<file path="config.mk">
export PLATFORM = sky130hd
export DESIGN_NAME = fp_divider
export DESIGN_NICKNAME = d
export VERILOG_FILES = /design/src/rtl/fp_divider.sv
export SDC_FILE = /design/constraint.sdc
export NUM_CORES = 1
export LEC_CHECK = 0
export CAP_MARGIN = 40
export CELL_PAD_IN_SITES_DETAIL_PLACEMENT = 0
export CELL_PAD_IN_SITES_GLOBAL_PLACEMENT = 2
export CORE_ASPECT_RATIO = 1.5
export CORE_MARGIN = 1.5
export CORE_UTILIZATION = 32
export DETAILED_ROUTE_END_ITERATION = 7
export PLACE_DENSITY = 0.76
export SLEW_MARGIN = 15
export SYNTH_ARGS = -nofsm -noshare
export SYNTH_HDL_FRONTEND = slang
export SYNTH_SLANG_ARGS = --single-unit
</file>
<file path="constraint.sdc">
create_clock -name i_clk -period 4.5 [get_ports i_clk]
set_input_delay 0.9 -clock i_clk [delete_from_list [all_inputs] [get_ports i_clk]]
set_output_delay 0.9 -clock i_clk [all_outputs]
set_load 0.005 [all_outputs]
</file>
<file path="src/rtl/fp_divider.sv">
// FP32 divider: radix-2 restoring mantissa division, one quotient bit per cycle.
// Round-toward-zero; fixed 28-cycle latency from the load edge to o_valid.
module fp_divider #(
    parameter int unsigned MANT_W = 24,
    parameter int unsigned ITER   = 25
) (
    input  logic        i_clk,
    input  logic        i_rst,
    input  logic        i_load,
    input  logic [31:0] i_a,
    input  logic [31:0] i_b,
    output logic [31:0] o_res,
    output logic        o_valid,
    output logic        o_busy
);
    typedef enum logic [1:0] {StIdle, StPrep, StDiv, StPack} state_e;

    state_e              state_q, state_d;
    logic [31:0]         a_q, a_d, b_q, b_d;
    logic signed [9:0]   exp_q, exp_d;
    logic [MANT_W:0]     rem_q, rem_d;
    logic [MANT_W-1:0]   div_q, div_d;
    logic [MANT_W:0]     quo_q, quo_d;
    logic [4:0]          cnt_q, cnt_d;
    logic [31:0]         res_q, res_d;
    logic                valid_q, valid_d, busy_q, busy_d;

    function automatic logic [4:0] lzc(input logic [MANT_W-1:0] v);
        logic [4:0] n;
        n = 5'(MANT_W);
        for (int i = 0; i < MANT_W; i++) begin
            if (v[i]) n = 5'(MANT_W - 1 - i);
        end
        return n;
    endfunction

    // Returns {effective exponent (10b signed), normalized 24b significand}.
    function automatic logic [MANT_W+9:0] unpack_op(input logic [31:0] x);
        logic [MANT_W-1:0] m;
        logic [4:0]        lz;
        logic signed [9:0] e;
        if (x[30:23] == 8'd0) begin
            m  = {1'b0, x[22:0]};
            lz = lzc(m);
            m  = m << lz;
            e  = 10'sd1 - $signed({5'd0, lz});
        end else begin
            m = {1'b1, x[22:0]};
            e = $signed({2'b00, x[30:23]});
        end
        return {e, m};
    endfunction

    logic [MANT_W+9:0]   op_a, op_b;
    logic signed [9:0]   ea, eb, e_adj, sh;
    logic [MANT_W-1:0]   ma, mb;
    logic                a_nan, b_nan, a_inf, b_inf, a_zero, b_zero, sign;
    logic                ge;
    logic [MANT_W:0]     diff;
    logic [22:0]         mant, sub;
    logic [31:0]         packed_res;

    always_comb begin
        op_a = unpack_op(a_q);
        op_b = unpack_op(b_q);
        ea   = op_a[MANT_W+9:MANT_W];
        ma   = op_a[MANT_W-1:0];
        eb   = op_b[MANT_W+9:MANT_W];
        mb   = op_b[MANT_W-1:0];

        a_nan  = (&a_q[30:23]) & (|a_q[22:0]);
        b_nan  = (&b_q[30:23]) & (|b_q[22:0]);
        a_inf  = (&a_q[30:23]) & ~(|a_q[22:0]);
        b_inf  = (&b_q[30:23]) & ~(|b_q[22:0]);
        a_zero = ~(|a_q[30:0]);
        b_zero = ~(|b_q[30:0]);
        sign   = a_q[31] ^ b_q[31];

        ge   = rem_q >= {1'b0, div_q};
        diff = ge ? rem_q - {1'b0, div_q} : rem_q;

        // Quotient in [1,2) lands with its leading one at bit MANT_W; otherwise one lower.
        e_adj = quo_q[MANT_W] ? exp_q : exp_q - 10'sd1;
        mant  = quo_q[MANT_W] ? quo_q[MANT_W-1:1] : quo_q[MANT_W-2:0];
        sh    = 10'sd1 - e_adj;
        sub   = (sh >= 10'sd25) ? 23'd0 : 23'({1'b1, mant} >> sh[4:0]);

        if (a_nan || b_nan || (a_zero && b_zero) || (a_inf && b_inf)) begin
            packed_res = 32'hFFFF_FFFF;
        end else if (a_inf || b_zero) begin
            packed_res = {sign, 8'hFF, 23'd0};
        end else if (a_zero || b_inf) begin
            packed_res = {sign, 31'd0};
        end else if (e_adj >= 10'sd255) begin
            packed_res = {sign, 8'hFF, 23'd0};
        end else if (e_adj <= 10'sd0) begin
            packed_res = {sign, 8'd0, sub};
        end else begin
            packed_res = {sign, e_adj[7:0], mant};
        end
    end

    always_comb begin
        state_d = state_q;
        a_d     = a_q;
        b_d     = b_q;
        exp_d   = exp_q;
        rem_d   = rem_q;
        div_d   = div_q;
        quo_d   = quo_q;
        cnt_d   = cnt_q;
        res_d   = res_q;
        valid_d = 1'b0;
        busy_d  = busy_q;
        unique case (state_q)
            StIdle: begin
                if (i_load) begin
                    a_d     = i_a;
                    b_d     = i_b;
                    busy_d  = 1'b1;
                    state_d = StPrep;
                end
            end
            StPrep: begin
                exp_d   = ea - eb + 10'sd127;
                rem_d   = {1'b0, ma};
                div_d   = mb;
                quo_d   = '0;
                cnt_d   = 5'(ITER);
                state_d = StDiv;
            end
            StDiv: begin
                rem_d = diff << 1;
                quo_d = {quo_q[MANT_W-1:0], ge};
                cnt_d = cnt_q - 5'd1;
                if (cnt_q == 5'd1) state_d = StPack;
            end
            StPack: begin
                res_d   = packed_res;
                valid_d = 1'b1;
                busy_d  = 1'b0;
                state_d = StIdle;
            end
            default: state_d = StIdle;
        endcase
    end

    always_ff @(posedge i_clk) begin
        if (i_rst) begin
            state_q <= StIdle;
            a_q     <= '0;
            b_q     <= '0;
            exp_q   <= '0;
            rem_q   <= '0;
            div_q   <= '0;
            quo_q   <= '0;
            cnt_q   <= '0;
            res_q   <= '0;
            valid_q <= 1'b0;
            busy_q  <= 1'b0;
        end else begin
            state_q <= state_d;
            a_q     <= a_d;
            b_q     <= b_d;
            exp_q   <= exp_d;
            rem_q   <= rem_d;
            div_q   <= div_d;
            quo_q   <= quo_d;
            cnt_q   <= cnt_d;
            res_q   <= res_d;
            valid_q <= valid_d;
            busy_q  <= busy_d;
        end
    end

    assign o_res   = res_q;
    assign o_valid = valid_q;
    assign o_busy  = busy_q;
endmodule

</file>
# Yosys cells after proc, flatten, opt, wreduce, memory -nomap -nowiden

Cells that the tools add are included.

Register bits: 189
Output and inout bits: 34
Word-level logic and storage cells: 132

$add $sub $neg: 8
$lt $le $gt $ge: 4
Equality and inequality tests: 6
Shifts and indexed selects: 3
Multiplexer cells: 70
Bitwise gates (word level): 9
Reduce and logical (&&, ||, !) cells: 21

Operators by type and width:

| kind                  | count |
|---|---|
| $mux 5                | 46 |
| $mux 31               | 4 |
| $pmux 25 s2           | 2 |
| $mux 24               | 3 |
| $reduce_or 31->1      | 2 |
| $shl 23x5->24         | 2 |
| $mux 23               | 2 |
| $reduce_or 23->1      | 2 |
| $mux 32               | 1 |
| $mux 10               | 3 |
| $ge 25x24->1          | 1 |
| $shr 24x5->23         | 1 |
| $sub 24x24->24        | 1 |
| $logic_not 8->1       | 2 |
| $reduce_and 8->1      | 2 |
| $sub 1x5->6 const A   | 2 |
| $add 10x8->10 const B | 1 |
| $ge 10x6->1 const B   | 1 |
| $ge 10x9->1 const B   | 1 |
| $le 10x1->1 const B   | 1 |
| $pmux 5 s2            | 1 |
| $sub 10x10->10        | 1 |
| $sub 10x2->10 const B | 1 |
| $sub 2x10->10 const A | 1 |
| 18 further kinds      | 37 |

# Longest topological paths before layout

Depth in word-level cells: 28
Gate-level depth with buffers: 23
Gate-level depth less buffers: 20

# Worst setup path after synthesis

No wires, ideal clock.

Kind: register to register
From: register a_q[16]
To: register exp_q[9]
Arrival time: 4.125 ns
Path slack: 0.290 ns
Stages on the path, launching flop included: 24
Path buffers: 4
Path through: dfxtp_1 > clkbuf_1 > or4_1 > nor3_1 > o21ai_0 > and2_1 > clkbuf_1 > inv_1 > buf_2 > buf_2 > ha_1 > xnor2_1 > a21o_1 > ha_1 > ha_1 > nor2b_1 > o21ai_0 > a21boi_0 > o21ai_0 > nand2b_1 > a21o_1 > a21oi_1 > xnor2_1 > a211oi_1

Word-level cells in the longest chain between the ends: 12

RTL lines:

| element                | RTL line | text |
|---|---|---|
| start, declared        | 19       | `logic [31:0] a_q, a_d, b_q, b_d;` |
| start signal, assigned | 151      | `a_q <= '0;` |
| start signal, assigned | 163      | `a_q <= a_d;` |
| $mux 5 (7 in series)   | 32       | `if (v[i]) n = 5'(MANT_W - 1 - i);` |
| $mux 5                 | 42       | `if (x[30:23] == 8'd0) begin` |
| $sub 1x5->6            | 46       | `e = 10'sd1 - $signed({5'd0, lz});` |
| $mux 10                | 42       |  |
| $sub 10x10->10         | 125      | `exp_d = ea - eb + 10'sd127;` |
| $add 10x8->10          | 125      |  |
| end signal, assigned   | 165      | `exp_q <= exp_d;` |
| end, declared          | 20       | `logic signed [9:0] exp_q, exp_d;` |

No other way between the ends. The select of a mux whose other input is x is not followed.
A chain may end at the register's enable or synchronous reset.

# Worst setup path after layout

From: register b_q[16]
To: register exp_q[9]

Word-level cells in the longest chain between the ends: 12

RTL lines:

| element                | RTL line | text |
|---|---|---|
| start, declared        | 19       |  |
| start signal, assigned | 152      | `b_q <= '0;` |
| start signal, assigned | 164      | `b_q <= b_d;` |
| $mux 5 (7 in series)   | 32       |  |
| $mux 5                 | 42       |  |
| $sub 1x5->6            | 46       |  |
| $mux 10                | 42       |  |
| $sub 10x10->10         | 125      |  |
| $add 10x8->10          | 125      |  |

No other way between the ends. The select of a mux whose other input is x is not followed.

==> metrics.log <==
INFO  metric number_of_nets_produced_by_synthesis = 2,206
INFO  metric min_to = a_q[31]
INFO  metric ys_top_cells_by_area = dfxtp_1, mux2i_1, nand2_1
INFO  metric power_per_cell_area = 888 mW/mm^2
INFO  metric outcome = complete, but fails checks
INFO  metric drt_first_pass_iters = 8
INFO  metric final_layout_size_suffix_gt1_frac = 0.0895
INFO  metric reg2reg_depth = 19
INFO  metric hold_path_startpoint = a_q[31]
INFO  metric synth-edff-count = 0
INFO  metric die_w = 180 um
INFO  metric area_growth = 16.5%
INFO  metric non_filler_cell_area_final = 0.0176 mm^2
INFO  metric rsz0062_at_grt = no
INFO  metric gr-usage-met2 = 0.431
INFO  metric grt.busiest_layer = met2
INFO  metric clock.fmax = 247 MHz
INFO  metric maxSlewHeadroom = 0.400
INFO  metric timing.reg2reg.setup_slack = 0.46 ns
INFO  metric yosys.cell_types.count = 92
INFO  metric final_net_count = 2,252
INFO  metric timing.critical_path.to_type = flop
INFO  metric detail-route-antenna-nets = 0
INFO  metric p_leak = 6.41 nW
INFO  metric crit_arrival = 4.44 ns
INFO  metric synth_seq_area_share = 0.251
INFO  metric path_max_fanout = 6
INFO  metric post-synth-top-count-cell = nand2_1
INFO  metric globalRouteMet3Util = 0.0231
INFO  metric grt_pass1_wl = 91,300 um
INFO  metric yosys.area.top_type = dfxtp_1
INFO  metric antenna_found_initial = 1
INFO  metric worst_ep_required_time = 4.89 ns
INFO  metric type_of_origin_of_the_critical_path = flop
INFO  metric worst_ir_drop_vdd = 0.356 mV
INFO  metric fin_setup_tns = 0 ns
INFO  metric numPortBuffers = 100
INFO  metric preCtsSetupSlack = 0.292 ns
INFO  metric holdCritPathClass = reg2reg
INFO  metric drt_wl_total = 59,100 um
INFO  metric dominantRegCellSynth = dfxtp_1
INFO  metric timing.final.crit_share = 0.899
INFO  metric via_count_of_the_first_global_routing_pass = 15,203
INFO  metric number_of_placed_i_o_pins = 101
INFO  metric grt_util_all_layers = 0.242
INFO  metric row_count = 97
INFO  metric post_cts_setup_driven_buffer_insertion_count = 0
INFO  metric area.sequential = 0.00379 mm^2
INFO  metric cell_family_with_the_largest_share_of_critical_path_delay = compound AO/OA/AOI/OAI gates
INFO  metric violations_in_the_final_reports = design-rule violations
INFO  metric vias = 15,888
INFO  metric final.setup_skew = 0.0202 ns
INFO  metric final-setup-viol-count = 0
INFO  metric tritoncts_clock_tree = yes
INFO  metric cpMaxStageDelayCell = or4_1
INFO  metric postPlaceCellArea = 0.0169 mm^2
INFO  metric cts_made_buffers = 17
INFO  metric worst_skew_pair_latency = 0.48 ns
INFO  metric place.detailed.hpwl = 45,700 um
INFO  metric regToRegStartpoint = b_q[16]
INFO  metric synth-seq-cells = 189
INFO  metric timing.rr.end = exp_q[9]
INFO  metric gp_congestion = 0.951
INFO  metric worst-slew-pin-transition = 0.887 ns
INFO  metric critPathMaxStageDelay = 0.65 ns
INFO  metric detail_routed_via_count_per_cell = 5.80
INFO  metric synth.yosys.warnings = 0
INFO  metric nFillCells = 4,987
INFO  metric cts_num_sinks = 189
INFO  metric initial_standard_cell_utilization_of_the_core = 0.324
INFO  metric core_area = 0.0466 mm^2
INFO  metric multiInputGateArea = 0.0104 mm^2
INFO  metric cts_max_level = 4
INFO  metric final_hold_viol_count = 0
INFO  metric syn_area = 0.0151 mm^2
INFO  metric finalMaxSlewViolations = 0
INFO  metric initialDrtViolationCount = 1,093
INFO  metric finalCriticalPeriod = 4.04 ns
INFO  metric yosys.area.top_type_share = 0.251
INFO  metric kind_of_critical_path = reg2reg
INFO  metric drc = 2
INFO  metric post_drt_wl_per_cell = 21.6 um
INFO  metric antenna_cells_inserted = 0
INFO  metric die_height = 269 um
INFO  metric gr-total-overflow = 0
INFO  metric postLayoutSetupSlackWorst = 0.455 ns
INFO  metric die-area = 0.0485 mm^2
INFO  metric synth.cells.most_frequent = nand2_1, a21oi_1, nor2_1
INFO  metric max-clock-path-buffers = 2
INFO  metric min_path_cells = 2
INFO  metric clock_tree.root_cell = clkbuf_16
INFO  metric syn_inst = 2,086
INFO  metric cp_common_cell = ha_1
INFO  metric largest_net_degree_at_the_start_of_global_routing = 117
INFO  metric async_flop_share = 0
INFO  metric max-cap-violations = 0
INFO  metric grt_use_met1 = 0.279
INFO  metric clkSlewWorstSetupHoldPaths = 0.08 ns
INFO  metric path_buf_inv = 2
INFO  metric synth.avg_cell_area = 7.24 um^2
INFO  metric crit_chain = buf_4, or4_1, a21oi_2, nor2_1, inv_1, ha_1, xnor2_1, a21oi_1, ha_1, ha_1, nor2b_1, o21ai_1, a21boi_1, o21ai_0, nand2b_1, a21o_1, a21oi_1, xnor2_1, a211oi_1
INFO  metric worstSetupPathDepth = 19
[worst max-delay path by stage]
stage / from / to / slack, ns
floorplan: a_q[16] / exp_q[9] / 0.29
global placement: b_q[1] / exp_q[9] / 0.32
detailed placement: b_q[1] / exp_q[9] / 0.29
CTS: b_q[1] / exp_q[9] / 0.24
global route: b_q[0] / exp_q[9] / 0.04
finish: b_q[16] / exp_q[9] / 0.46
[metal layers]
layer / up-vias / wire length [um]
met2: 505 / 28900
met5: - / 0
met3: 145 / 2050
met1: 7487 / 24300
li1: 7751 / -
met4: 0 / 3870
[flip-flops by register name, summed over array words and instances (netlist names)]
register  count
rem_q        25
quo_q        25
state_q       2
div_q        24
exp_q        10
b_q          32
o_res        32
o_valid       1
a_q          32
cnt_q         5
o_busy        1
[cell type report]
class,count,area share
multi-input cells,1656,0.591
flip-flops and latches,189,0.215
repair buffers,197,0.100
well taps,594,0.0422
clock buffers,17,0.0242
inverters,71,0.0151
clock inverters,15,0.0123
[layout by cell type (no fill, tap or decap), drive strengths merged, types with 10 or more instances in the layout]
cell type      instances
nand2b                22
clkbuf                17
nor4                  28
a2111oi               10
nand4                 12
nand3                 68
nor2                 206
a221oi                28
o221ai                10
nor2b                 16
mux2i                121
a21oi                212
dfxtp                189
a211oi                51
nor3                  44
o31ai                 29
a22oi                 21
inv                   81
buf                   98
ha                    51
nand2                297
o211ai                26
o21ai                111
clkdlybuf4s50         99
a31oi                 16
or3                   12
o311ai                11
xnor2                 28
o22ai                 11
a21o                  21
mux2                  13
or4                   13
xor2                  11
o2111ai               12
[worst reg2reg max path, cell delays in order (launching register included)]
cell and delay [ns]:
dfxtp_1 0.37, buf_4 0.18, or4_1 0.65, a21oi_2 0.18, nor2_1 0.08, inv_1 0.09
ha_1 0.18, xnor2_1 0.08, a21oi_1 0.22, ha_1 0.27, ha_1 0.33, nor2b_1 0.14
o21ai_1 0.16, a21boi_1 0.11, o21ai_0 0.17, nand2b_1 0.12, a21o_1 0.19, a21oi_1 0.17
xnor2_1 0.08, a211oi_1 0.21
[per-stage QoR]
step           cells   util  power, mW  hold slack (ns)
6_report        2739  0.378       15.6            0.479
5_1_grt         2739  0.378       16.8            0.498
4_1_cts         2739  0.377       15.6            0.476
3_5_place_dp    2707  0.364       13.8            0.462
3_3_place_gp    2700  0.362       13.8            0.456
2_1_floorplan   2086      -       10.2            0.435
[what timing repair did]
action,4_1_cts,5_1_grt
endpoints found under the setup margin,0,1
hold buffers,0,0
hold endpoints to repair,0,0
gates resized for setup,0,5
[power breakdown]
group / switching [mW] / internal, mW
Sequential: 0.359 / 2.03
Combinational: 7.41 / 4.13
Clock: 0.908 / 0.787
Total: 8.68 / 6.95
[logic make-up (layout without fill, tap and decap cells)]
kind of cell    Yosys count  count (layout)  share of synthesized area
compound gates          670             670                      0.298
flops                   189             189                      0.251
fa+ha+maj                53              53                     0.0449
buf+inv                 241             300                     0.0632
mux                     136             136                     0.0929
simple gates            758             758                      0.228
xor+xnor                 39              39                     0.0226
Power figures use the tool's default switching activity.
